===== src/rtl/mem_requester.sv =====
// mem_requester: initiator-side valid/ready memory request controller with a credit-protected FWFT read-return FIFO.
//   cmd_*  : client command handshake (cmd_write selects write/read)
//   req_*  : registered request towards the memory responder
//   resp_* : in-order, unstallable read response strobe and data
//   rd_*   : first-word-fall-through read data return to the client
//   busy   : request held, read outstanding, or data buffered
//   err_unexp : sticky flag for a response with no read outstanding
module mem_requester #(
    parameter int DATA_W  = 8,
    parameter int ADDR_W  = 4,
    parameter int MAX_OUT = 4
) (
    input  logic              clk,
    input  logic              rst,
    input  logic              cmd_valid,
    output logic              cmd_ready,
    input  logic              cmd_write,
    input  logic [ADDR_W-1:0] cmd_addr,
    input  logic [DATA_W-1:0] cmd_wdata,
    output logic              req_valid,
    output logic              req_write,
    output logic [ADDR_W-1:0] req_addr,
    output logic [DATA_W-1:0] req_wdata,
    input  logic              req_ready,
    input  logic              resp_valid,
    input  logic [DATA_W-1:0] resp_rdata,
    output logic              rd_valid,
    input  logic              rd_ready,
    output logic [DATA_W-1:0] rd_data,
    output logic              busy,
    output logic              err_unexp
);
    localparam int PW  = $clog2(MAX_OUT);
    localparam int PW1 = PW + 1;
    localparam int CW  = $clog2(MAX_OUT + 1);
    localparam logic [CW-1:0] MAX_C = CW'(MAX_OUT);

    typedef enum logic {IDLE, HOLD} state_t;
    state_t state, state_nx;

    logic [CW-1:0]     reserved, issued;
    logic [PW:0]       wptr, rptr;
    logic [DATA_W-1:0] mem [MAX_OUT];
    logic              accept, hs, push, pop;

    always_comb begin
        req_valid = state == HOLD;
        hs        = req_valid && req_ready;
        // A read needs a free FIFO slot reserved up front, since its response cannot be stalled.
        cmd_ready = (!req_valid || req_ready) && (cmd_write || reserved < MAX_C);
        accept    = cmd_valid && cmd_ready;
        state_nx  = accept ? HOLD : (hs ? IDLE : state);
    end

    // Pointers carry an extra wrap bit so a full FIFO is distinguishable from empty.
    assign rd_valid = wptr != rptr;
    assign rd_data  = mem[rptr[PW-1:0]];
    assign pop      = rd_valid && rd_ready;
    // A read issued this cycle cannot be answered this cycle, so only registered issued counts.
    assign push     = resp_valid && issued != '0;
    assign busy     = req_valid || issued != '0 || rd_valid;

    always_ff @(posedge clk or posedge rst) begin
        if (rst) state <= IDLE;
        else     state <= state_nx;
    end

    always_ff @(posedge clk or posedge rst) begin
        if (rst) begin
            req_write <= 1'b0;
            req_addr  <= '0;
            req_wdata <= '0;
            reserved  <= '0;
            issued    <= '0;
            wptr      <= '0;
            rptr      <= '0;
            err_unexp <= 1'b0;
        end else begin
            if (accept) begin
                req_write <= cmd_write;
                req_addr  <= cmd_addr;
                req_wdata <= cmd_wdata;
            end
            reserved  <= reserved + CW'(accept && !cmd_write) - CW'(pop);
            issued    <= issued + CW'(hs && !req_write) - CW'(push);
            wptr      <= wptr + PW1'(push);
            rptr      <= rptr + PW1'(pop);
            err_unexp <= err_unexp || (resp_valid && issued == '0);
        end
    end

    always_ff @(posedge clk) begin
        if (push) mem[wptr[PW-1:0]] <= resp_rdata;
    end
endmodule


===== config.mk =====
export PLATFORM = sky130hd
export DESIGN_NAME = mem_requester
export DESIGN_NICKNAME = d
export VERILOG_FILES = /design/src/rtl/mem_requester.sv
export SDC_FILE = /design/constraint.sdc
export NUM_CORES = 1
export LEC_CHECK = 0
export CORE_AREA = 5 5 76 95
export DETAILED_ROUTE_END_ITERATION = 6
export DIE_AREA = 0 0 81 100
export PLACE_DENSITY = 0.69
export SLEW_MARGIN = 20
export SYNTH_ARGS = -nofsm -noshare
export SYNTH_HDL_FRONTEND = slang
export SYNTH_SLANG_ARGS = --single-unit

===== constraint.sdc =====
create_clock -name clk -period 3.21 [get_ports clk]
set_clock_uncertainty 0.1 [all_clocks]
set_input_delay 0.642 -clock clk [delete_from_list [all_inputs] [get_ports clk]]
set_output_delay 0.642 -clock clk [all_outputs]
set_load 0.1 [all_outputs]

* After elaboration in Yosys (flattened, before gate mapping)
Memories as Yosys holds them, arrays and structs flattened.
Cells that the tools add are included.
** Operators by class
- Multiplexer cells :: 4
- Reduce and logical (&&, ||, !) cells :: 19
- $add $sub $neg :: 6
- $lt $le $gt $ge :: 1
- Equal/unequal tests :: 1
** Operators by type and width (count)
- adder 3 x 1 -> 3 bit :: 4
- logical AND 1 bit :: 8
- subtractor 3 x 1 -> 3 bit :: 2
- logical OR 1 bit :: 5
- 2-to-1 mux 1 bit :: 4
- logical NOT 1 bit :: 3
- logical NOT 3 bit :: 1
- less-than comparator 3 bit, second input constant :: 1
- inequality test 3 bit :: 1
- nonzero test 3 bit :: 1
- nonzero test 2 bit :: 1
** Storage, ports and cells
- Input bits :: 27
- Flip-flop bits (word level) :: 27
- Word-level logic and storage cells :: 41
- Memory bits (writable) :: 32
- Output and inout bits :: 26
- Memories :: 1
** Memories
- mem :: words 4, width 8, rd ports 1, clocked after Yosys merged registers in 0, write ports 1, line 43 : logic [DATA_W-1:0] mem [MAX_OUT];

* Logic depth before layout (Yosys ltp)
Gate-level depths: netlist of the first run.
- Word-level depth :: 7
- Mapped depth :: 11
- Mapped depth without buffers :: 10

* Least setup slack after synthesis of the first run
Ideal clock, no wire load.
- Kind :: flip-flop to flip-flop
- Start :: register state (netlist: req_valid)
- End :: register reserved[2]
- Cell stages (with the launch flop) :: 11
- Data required time :: 2.987 ns
- Slack :: -0.069 ns
- Data arrival time :: 3.055 ns
- Path buffers :: 0
- Library setup time :: 0.123 ns
- Clock period less this slack :: 3.279 ns
- Cells stage by stage :: dfrtp_1 > nand2b_2 > and2_1 > nand3_1 > ha_1 > inv_1 > ha_1 > inv_1 > fa_1 > xnor2_1 > xnor2_1
** On the way
- Word-level cells in the longest chain between the ends :: 7
** RTL lines
- from (decl) :: line 39 : state_t state, state_nx;
- from (signal assigned) :: line 65 : else state <= state_nx;
- logical NOT 1 bit :: line 50 : cmd_ready = (!req_valid || req_ready) && (cmd_write || reserved < MAX_C);
- logical OR 1 bit :: line 50
- logical AND 1 bit :: line 50
- net cmd_ready :: line 16 : output logic cmd_ready,
- logical AND 1 bit :: line 51 : accept = cmd_valid && cmd_ready;
- logical AND 1 bit :: line 84 : reserved <= reserved + CW'(accept && !cmd_write) - CW'(pop);
- adder 3 x 1 -> 3 bit :: line 84
- subtractor 3 x 1 -> 3 bit :: line 84
- to (signal assigned) :: line 84
- to (decl) :: line 41 : logic [CW-1:0] reserved, issued;
The timed path passes the listed nets, and every way through them passes these cells.
A chain may end at the register's enable or synchronous reset.

* Worst setup path in the final report of the first run
- Start :: register rptr[1]
- End :: output busy
** On the way
- Word-level cells in the longest chain between the ends :: 2
** RTL lines
- from (decl) :: line 42 : logic [PW:0] wptr, rptr;
- from (signal assigned) :: line 87 : rptr <= rptr + PW1'(pop);
- inequality test 3 bit :: line 56 : assign rd_valid = wptr != rptr;
- logical OR 1 bit :: line 61 : assign busy = req_valid || issued != '0 || rd_valid;
- to (decl) :: line 30 : output logic busy,
No other way between the ends.

==> results of run 1 <==
worst register-to-register path, stage by stage, from the launching register on:
cell     delay, ns
dfrtp_1       0.65
xnor2_2       0.18
nand3_2       0.12
and2_1        0.19
ha_1          0.29
inv_1         0.05
ha_1          0.13
inv_1         0.05
fa_1          0.37
xnor2_1       0.14
xnor2_1       0.12
layout by cell type (no fill, tap or decap):
cell type,Yosys,routed
and2_1,3,2
and2_2,0,1
and3_4,1,1
buf_12,0,1
buf_4,0,30
bufinv_16,0,3
clkbuf_1,0,1
clkbuf_8,0,9
clkdlybuf4s50_1,0,26
clkinv_1,0,1
clkinv_2,0,2
dfrtp_1,27,27
edfxtp_1,32,32
fa_1,2,2
ha_1,6,6
inv_1,9,9
mux2_2,4,4
mux2_4,8,8
mux2i_1,1,1
mux4_2,8,8
nand2_1,1,1
nand2_2,1,1
nand2b_1,1,1
nand2b_2,1,1
nand3_1,2,2
nand3_2,2,2
nor2b_1,2,2
nor3_1,1,1
nor3b_1,1,1
o21bai_1,1,1
or3_1,1,1
or3_4,1,1
xnor2_1,6,6
xnor2_2,2,2
xor2_1,3,3
flip-flops by register name (all words and copies together) (netlist names):
| register | cells |
|---|---|
| req_addr | 4 |
| wptr | 3 |
| req_write | 1 |
| mem | 32 |
| req_wdata | 8 |
| rptr | 3 |
| req_valid | 1 |
| err_unexp | 1 |
| issued | 3 |
| reserved | 3 |
Yosys cell counts:
master,instances,share of area
o21bai_1,1,0.0031
mux2_4,8,0.050
nor3_1,1,0.0021
nand2b_1,1,0.0026
mux2_2,4,0.019
nand2_1,1,0.0015
nand3_2,2,0.0083
or3_1,1,0.0026
or3_4,1,0.0047
and2_1,3,0.0078
xor2_1,3,0.011
dfrtp_1,27,0.28
mux2i_1,1,0.0041
inv_1,9,0.014
fa_1,2,0.017
xnor2_1,6,0.022
buf_6,3,0.014
nand3_1,2,0.0041
nor3b_1,1,0.0031
nand2_2,1,0.0026
nor2b_1,2,0.0052
and3_4,1,0.0047
mux4_2,8,0.074
xnor2_2,2,0.013
ha_1,6,0.031
edfxtp_1,32,0.40
nand2b_2,1,0.0036
layout make-up:
cell class | instances | area, um2
Tap cell | 85 | 106.4
Multi-Input combinational cell | 59 | 718.2
Fill cell | 530 | 2934
Sequential cell | 59 | 1637
Inverter | 9 | 33.78
Clock inverter | 6 | 103.9
Timing Repair Buffer | 57 | 505.5
Clock buffer | 10 | 127.6
metal layers:
| metal | global-route usage | vias to the layer above | part of all wire |
|---|---|---|---|
| li1 | - | 598 | - |
| met4 | 0.04681 | 0 | 0.0088 |
| met1 | 0.1417 | 661 | 0.39 |
| met5 | 0 | - | 0 |
| met2 | 0.1904 | 44 | 0.52 |
| met3 | 0.06104 | 6 | 0.078 |
cells by family (layout without fill, tap and decap cells):
kind of cell / count (synthesis) / in the layout
AOI/OAI and AO/OA: 1 / 1
xor gates and xnor gates: 11 / 11
adders and majority gates: 8 / 8
buffers and inverters: 12 / 82
DFF: 59 / 59
muxes: 21 / 21
and+or+nand+nor: 18 / 18
per-stage QoR:
stage / setup slack (ns) / hold slack [ns]
after floorplan: 0.2605 / 0.3469
after global placement: 0.3663 / 0.3609
after detailed placement: 0.2852 / 0.3723
after CTS: 0.5623 / 0.3875
after global routing: 0.4740 / 0.3899
final: 0.5995 / 0.3831
path summary, 6_finish.rpt:
| path | cells after the start | to | from |
|---|---|---|---|
| min reg2reg | 1 | err_unexp | err_unexp |
| min in group asynchronous | 3 | req_wdata[0] | rst |
| max reg2reg | 10 | reserved[2] | rptr[1] |
| max in group asynchronous | 3 | req_valid | rst |
| min | 1 | err_unexp | err_unexp |
| max | 4 | busy | rptr[1] |
==> impl_metrics.csv, run 1 <==
group,metric,value,unit
sta,setup_repair_after_global_routing_missed_its_margin,"no",
floorplan,fp.dieW,81,um
floorplan,io-pin-count,53,
final_layout,final_area,0.003232,mm2
yosys,mappedNetlistArea,0.002421,mm2
sta,finalCriticalPeriod,2.611,ns
yosys,post_synth_fa_ha_maj_area_fraction,0.04755,
sta,final_hold_viol_count,0,
yosys,postSynthAreaPerCell,18.62,um2
clock_tree,clock_tree.buffer_depth,2,
yosys,combinational_family_with_the_most_area_after_synthesis,"multiplexers",
floorplan,core_area,0.006166,mm2
clock_tree,htreeDepth,3,
yosys,mappedNetlistNets,165,
sta,fin_max_slew_vios,0,
yosys,synth_xor_xnor_area_share,0.04599,
route,dr.first_iter.drc_count,53,
route,drt_drc_violations_left,0,
critical_path,worstPathArrival,1.87,ns
final_layout,layout-drive-gt1-share,0.3700,
run_status,status,"completed",
placement,place.gp.congestion,0.7434,
route,route.detailed.vias_per_inst,4.593,
clock_tree,clk_pin_slew_worst_paths,0.07,ns
clock_tree,ctsResizeCount,0,
critical_path,element_type_at_the_critical_path_end,"output port",
floorplan,starting_density_of_the_core,0.3927,
sta,fmax,0.3831,GHz
yosys,yosysUniqueCellTypes,27,
final_layout,finish.utilization,0.5241,
clock_tree,cts.root.buffer_cell,"clkbuf_8",
clock_tree,number_of_hold_buffers_added_after_cts,0,
critical_path,worstPathRequired,2.47,ns
critical_path,timing.critical_path.cells,"xnor2_2, nand3_2, or3_1, buf_4",
critical_path,cpLargestDelayFamily,"flip-flops",
route,routed-via-count,1309,
route,drt_first_pass_iters,3,
floorplan,rows,32,
sta,timing.slew.headroom,0.6678,
yosys,seq_total_area_yosys,0.6760,
placement,io_buffer_count,52,
clock_tree,clock-sinks,59,
route,ant_nets,0,
clock_tree,clock_tree_from_tritoncts,"built",
final_layout,insertedDiodeCount,0,
final_layout,layout_area_overhead,33.49,%
placement,placed_cell_area,0.003000,mm2
yosys,netlist_instances,130,
critical_path,regToRegSetupSlack,0.71,ns
yosys,ff_latch_count_synth,59,
yosys,synth_simple_gate_area_frac,0.05271,
floorplan,chipHeight,100,um
sta,final_setup_viols,0,
global_routing,grt_antenna_before_repair,0,
critical_path,crit_buf_inv,1,
final_layout,layout.cells.non_filler,285,
hold_path,min_path_type,"register to register",
sta,timing_worst_slew_pin_value,0.4983,ns
yosys,synth_compound_area_frac,0.003101,
yosys,multiplexer_share_of_the_synthesized_area,0.1468,
placement,dpl.cell_count,269,
critical_path,worst_path_largest_cell_delay,0.65,ns
critical_path,critical_path_peak_fanout,10,
floorplan,fp.dieArea,0.008100,mm2
global_routing,wire_length_of_the_first_global_routing_pass,7148,um
final_layout,design.final.nets,230,
critical_path,worst-setup-path-type,"register to output port",
placement,post_dp_hpwl,3151,um
critical_path,crit_path_top_delay_cell,"dfrtp_1",
flow_run,timing.max_cap.violations,0,
route,total_wire_length_after_detailed_routing,4330,um
sta,finalSetupTns,0,ns
global_routing,first_global_vias,1456,
global_routing,grt_overflow_total,0,
route,wire_per_inst,15.19,um
critical_path,cp-start-kind,"register",
global_routing,grt_start_max_net_pins,28,
clock_tree,cts-buffers-inserted,9,
clock_tree,latest_clock_arrival_within_the_worst_skew_pair,0.33,ns
clock_tree,cts.repair_timing.setup_buffer_count,0,
yosys,ys.warnings.count,0,
global_routing,grt_use_total,0.1215,
sta,final_min_period_over_clock_period,0.8133,
Power of run 1 is not shown: default switching activity piles up to over one toggle a cycle in this logic, so the estimate is an artifact.
==> run 2, diff against run 1 <==
--- a/config.mk
+++ b/config.mk
@@ -8,7 +8,7 @@
 export CORE_AREA = 5 5 76 95
 export DETAILED_ROUTE_END_ITERATION = 6
 export DIE_AREA = 0 0 81 100
-export PLACE_DENSITY = 0.69
+export PLACE_DENSITY = 0.72
 export SLEW_MARGIN = 20
 export SYNTH_ARGS = -nofsm -noshare
 export SYNTH_HDL_FRONTEND = slang
==> constraint.sdc (replaced) <==
create_clock -name clk -period 2.35 [get_ports clk]
set_clock_uncertainty 0.1 [all_clocks]
set_input_delay 0.47 -clock clk [delete_from_list [all_inputs] [get_ports clk]]
set_output_delay 0.47 -clock clk [all_outputs]
set_load 0.1 [all_outputs]
==> run 2 against run 1 <==
Utilization increased by 4.7 points; largest cell class unchanged; first-iteration DRC count decreased by 36%; cell area increased by 9.1%; worst setup slack got worse by 0.52 ns; die area unchanged; non-clock buffer count increased by 14; via count increased by 1.1%; flip-flop and latch count unchanged; final cell count increased by 4.9%; critical path type is now input port to register.
==> impl_metrics.csv, run 2 (synthesis results as in run 1) <==
group,metric,value,unit
final_layout,layout-drive-gt1-share,0.4766,
sta,fin_max_slew_vios,0,
clock_tree,latest_clock_arrival_within_the_worst_skew_pair,0.32,ns
floorplan,chipHeight,100,um
global_routing,grt_antenna_before_repair,0,
sta,fmax,0.4411,GHz
run_status,status,"completed",
sta,setup_repair_after_global_routing_missed_its_margin,"no",
sta,timing.slew.headroom,0.6061,
critical_path,cp-start-kind,"input port",
route,route.detailed.vias_per_inst,4.428,
clock_tree,clk_pin_slew_worst_paths,0.07,ns
route,total_wire_length_after_detailed_routing,4329,um
floorplan,fp.dieArea,0.008100,mm2
sta,final_min_period_over_clock_period,0.9648,
route,ant_nets,0,
placement,io_buffer_count,52,
route,dr.first_iter.drc_count,34,
flow_run,timing.max_cap.violations,0,
final_layout,design.final.nets,244,
global_routing,use_met1,0.1364,
sta,final_hold_viol_count,0,
route,wire_per_inst,14.48,um
route,drt_drc_violations_left,0,
global_routing,globalRouteMet2Util,0.2030,
route,drt_first_pass_iters,2,
global_routing,grtUsageMet3,0.04847,
final_layout,final_area,0.003525,mm2
placement,placed_cell_area,0.003299,mm2
final_layout,layout_area_overhead,45.58,%
final_layout,largest_register_ffs,32,
floorplan,starting_density_of_the_core,0.3927,
route,routed-via-count,1324,
final_layout,multi_input_area,817.0,um2
sta,timing_worst_slew_pin_value,0.5902,ns
global_routing,first_global_vias,1529,
clock_tree,clock_tree.buffer_depth,2,
final_layout,most_frequent_standard_cell_in_the_layout_excluding_fill_and_tap_cells,"buf_4",
clock_tree,clock_tree_from_tritoncts,"built",
clock_tree,htreeDepth,3,
global_routing,grt_overflow_total,0,
sta,finalCriticalPeriod,2.267,ns
final_layout,layout_common_cells,"buf_4, edfxtp_1, clkdlybuf4s50_1, dfrtp_1, buf_12",
critical_path,worstPathArrival,2.38,ns
final_layout,layout.filler_cells,506,
critical_path,crit_path_top_delay_cell,"clkdlybuf4s50_1",
clock_tree,cts-buffers-inserted,9,
final_layout,ff_latch_area,0.001644,mm2
critical_path,element_type_at_the_critical_path_end,"register",
floorplan,io-pin-count,53,
global_routing,grt_start_max_net_pins,17,
floorplan,core_area,0.006166,mm2
placement,place.gp.congestion,0.6850,
sta,finalSetupTns,0,ns
critical_path,timing.critical_path.cells,"clkdlybuf4s50_1, nand2b_4, and2_4, nand3_4, ha_4, inv_2, ha_4, inv_2, fa_2, xnor2_2, xnor2_1",
critical_path,worstPathRequired,2.46,ns
global_routing,globalRoute.busiestLayer,"met2",
hold_path,min_path_type,"register to register",
floorplan,fp.dieW,81,um
clock_tree,cts.root.buffer_cell,"clkbuf_8",
critical_path,worst_path_largest_cell_delay,0.49,ns
sta,final_setup_viols,0,
global_routing,grt_use_total,0.1226,
clock_tree,clock-sinks,59,
floorplan,rows,32,
sta,hold_ws,0.3932,ns
critical_path,critical_path_peak_fanout,3,
critical_path,worst-setup-path-type,"input port to register",
final_layout,insertedDiodeCount,0,
placement,post_dp_hpwl,3309,um
global_routing,wire_length_of_the_first_global_routing_pass,7320,um
[run 2: critical path: cells and delay by family]
family | cells | cell delay, ns
xor gates and xnor gates | 2 | 0.26
buffers and inverters | 3 | 0.58
and+or+nand+nor | 3 | 0.37
adders and majority gates | 3 | 0.70
[run 2: path summary, 6_finish.rpt]
| path | to | slack (ns) | from | cells after the start |
|---|---|---|---|---|
| setup / recovery | reserved[2] | 0.08 | req_ready | 11 |
| hold / removal | issued[2] | 0.39 | issued[2] | 1 |
| setup reg to reg | issued[2] | 0.18 | issued[2] | 8 |
| hold reg to reg | issued[2] | 0.39 | issued[2] | 1 |
| max in group asynchronous | wptr[0] | 1.19 | rst | 3 |
| min in group asynchronous | req_valid | 0.41 | rst | 2 |
[run 2: metrics by stage]
| stage | cells | setup slack (ns) | util |
|---|---|---|---|
| final | 299 | 0.08269 | 0.5716 |
| after global routing | 299 | 0.02065 | 0.5716 |
| after CTS | 299 | 0.03108 | 0.5714 |
| after detailed placement | 280 | -0.2965 | 0.5351 |
| after global placement | 280 | -0.2458 | 0.5351 |
| after floorplan | 130 | -0.1386 | - |
[run 2: timing repair]
action,CTS,global route
gates cloned,0,0
gates resized for setup,5,1
pin swaps,0,3
setup buffers,3,0
hold buffers,0,0
setup endpoints to repair,8,8
[run 2: area by class of cell]
| class | count | area share |
|---|---|---|
| multi-input combinational | 59 | 0.2318 |
| timing repair buffer | 71 | 0.2098 |
| tap | 85 | 0.03017 |
| clock buffer | 10 | 0.03621 |
| inverter | 9 | 0.009585 |
| clock inverter | 6 | 0.01597 |
| sequential | 59 | 0.4665 |
[run 2: layer usage]
metal  wire [um]  share of wire
met2        2187           0.51
met1        1638           0.38
met3         435           0.10
met5           0              0
met4          68          0.016
Power of run 2 is left out for the same reason.
==> run 3, diff against run 2 <==
--- a/config.mk
+++ b/config.mk
@@ -6,6 +6,7 @@
 export NUM_CORES = 1
 export LEC_CHECK = 0
 export CORE_AREA = 5 5 76 95
+export CTS_BUF_LIST = sky130_fd_sc_hd__clkbuf_2 sky130_fd_sc_hd__clkbuf_4 sky130_fd_sc_hd__clkbuf_8
 export DETAILED_ROUTE_END_ITERATION = 6
 export DIE_AREA = 0 0 81 100
 export PLACE_DENSITY = 0.72
==> run 3 against run 2 <==
Count of clock-buffer cells in the layout stayed put; highest routed layer unchanged; non-clock buffer count stayed put; sequential share of layout area hardly changed; first-iteration DRC count is 12% higher; largest cell class unchanged; register-to-register slack hardly changed; flip-flop and latch count stayed put; critical endpoint unchanged; utilization is 0.061 points higher.
==> impl_metrics.csv, run 3 (synthesis results as in run 1) <==
group,metric,value,unit
global_routing,grt_overflow_total,0,
sta,finalSetupTns,0,ns
global_routing,grt_use_total,0.1224,
floorplan,chipHeight,100,um
clock_tree,clock-sinks,59,
final_layout,finish.utilization,0.5722,
placement,place.gp.congestion,0.6850,
sta,fin_max_slew_vios,0,
critical_path,element_type_at_the_critical_path_end,"register",
final_layout,layout_area_overhead,45.74,%
global_routing,grt_start_max_net_pins,17,
clock_tree,number_of_hold_buffers_added_after_cts,0,
run_status,status,"completed",
sta,final_hold_viol_count,0,
sta,timing.slew.headroom,0.6061,
floorplan,core_area,0.006166,mm2
route,total_wire_length_after_detailed_routing,4331,um
hold_path,worst_hold_path.num_cells,1,
critical_path,critical_path_peak_fanout,3,
critical_path,worst-setup-path-type,"input port to register",
global_routing,grt_antenna_before_repair,0,
clock_tree,latest_clock_arrival_within_the_worst_skew_pair,0.32,ns
critical_path,cp-start-kind,"input port",
global_routing,wire_length_of_the_first_global_routing_pass,7314,um
critical_path,worstPathArrival,2.38,ns
route,wire_per_inst,14.48,um
route,drt_first_pass_iters,2,
critical_path,worstRegToRegCells,8,
hold_path,min_path_type,"register to register",
placement,placed_cell_area,0.003299,mm2
floorplan,fp.dieArea,0.008100,mm2
critical_path,worstPathRequired,2.46,ns
final_layout,final_area,0.003528,mm2
clock_tree,htreeDepth,3,
sta,fmax,0.4411,GHz
sta,setup_repair_after_global_routing_missed_its_margin,"no",
sta,finalCriticalPeriod,2.267,ns
final_layout,layout_common_cells,"buf_4, edfxtp_1, clkdlybuf4s50_1, dfrtp_1, buf_12",
route,route.detailed.vias_per_inst,4.428,
route,dr.first_iter.drc_count,38,
sta,final_setup_viols,0,
route,ant_nets,0,
clock_tree,clk_pin_slew_worst_paths,0.07,ns
placement,post_dp_hpwl,3309,um
final_layout,largest_register_ffs,32,
final_layout,most_frequent_standard_cell_in_the_layout_excluding_fill_and_tap_cells,"buf_4",
clock_tree,clock_tree.buffer_depth,2,
final_layout,layout-drive-gt1-share,0.4813,
placement,io_buffer_count,52,
final_layout,design.final.nets,244,
flow_run,timing.max_cap.violations,0,
floorplan,rows,32,
sta,final_min_period_over_clock_period,0.9648,
floorplan,io-pin-count,53,
clock_tree,clock_tree_from_tritoncts,"built",
floorplan,starting_density_of_the_core,0.3927,
route,routed-via-count,1324,
global_routing,first_global_vias,1528,
floorplan,fp.dieW,81,um
final_layout,insertedDiodeCount,0,
sta,timing_worst_slew_pin_value,0.5902,ns
route,drt_drc_violations_left,0,
clock_tree,cts-buffers-inserted,9,
clock_tree,cts.root.buffer_cell,"clkbuf_8",
## run 3: cell count changes in the layout (fill, tap and decap cells not counted)
cell,previous run,this run
clkbuf_4,0,1
clkbuf_1,1,0
## run 3: layout make-up
cell class	count	area [um2]
timing repair buffer	71	739.5
clock inverter	6	56.30
sequential	59	1644
inverter	9	33.78
clock buffer	10	131.4
multi-input combinational	59	817.0
fill	507	2638
tap	85	106.4
## run 3: final timing paths
kind                            from          end  slack [ns]
hold reg to reg            issued[2]    issued[2]        0.39
max in group asynchronous        rst      wptr[0]        1.19
setup / recovery           req_ready  reserved[2]        0.08
hold / removal             issued[2]    issued[2]        0.39
min in group asynchronous        rst    req_valid        0.41
setup reg to reg           issued[2]    issued[2]        0.18
## run 3: timing repair
action	in CTS	in global routing
gates resized for setup	5	1
setup endpoints to repair	8	8
buffers inserted	3	0
endpoints found under the hold margin	0	0
pin swaps	0	3
## run 3: critical path, stage by stage
cell and delay (ns):
clkdlybuf4s50_1 0.49, nand2b_4 0.14, and2_4 0.16, nand3_4 0.07
ha_4 0.24, inv_2 0.06, ha_4 0.11, inv_2 0.03
fa_2 0.35, xnor2_2 0.14, xnor2_1 0.12
## run 3: per-layer routing
metal	track usage	share of wire	up-vias
met5	0	0	-
met2	0.2024	0.51	56
met3	0.04847	0.10	9
met1	0.1364	0.38	626
met4	0.05852	0.016	0
li1	-	-	633
## run 3: per-stage QoR
stage	hold slack (ns)	setup slack, ns	cells
after global placement	0.3734	-0.2458	280
after floorplan	0.3469	-0.1386	130
after detailed placement	0.3805	-0.2965	280
after CTS	0.4040	0.03108	299
final	0.3932	0.08275	299
after global routing	0.4203	0.02065	299
Power of run 3 is left out for the same reason.
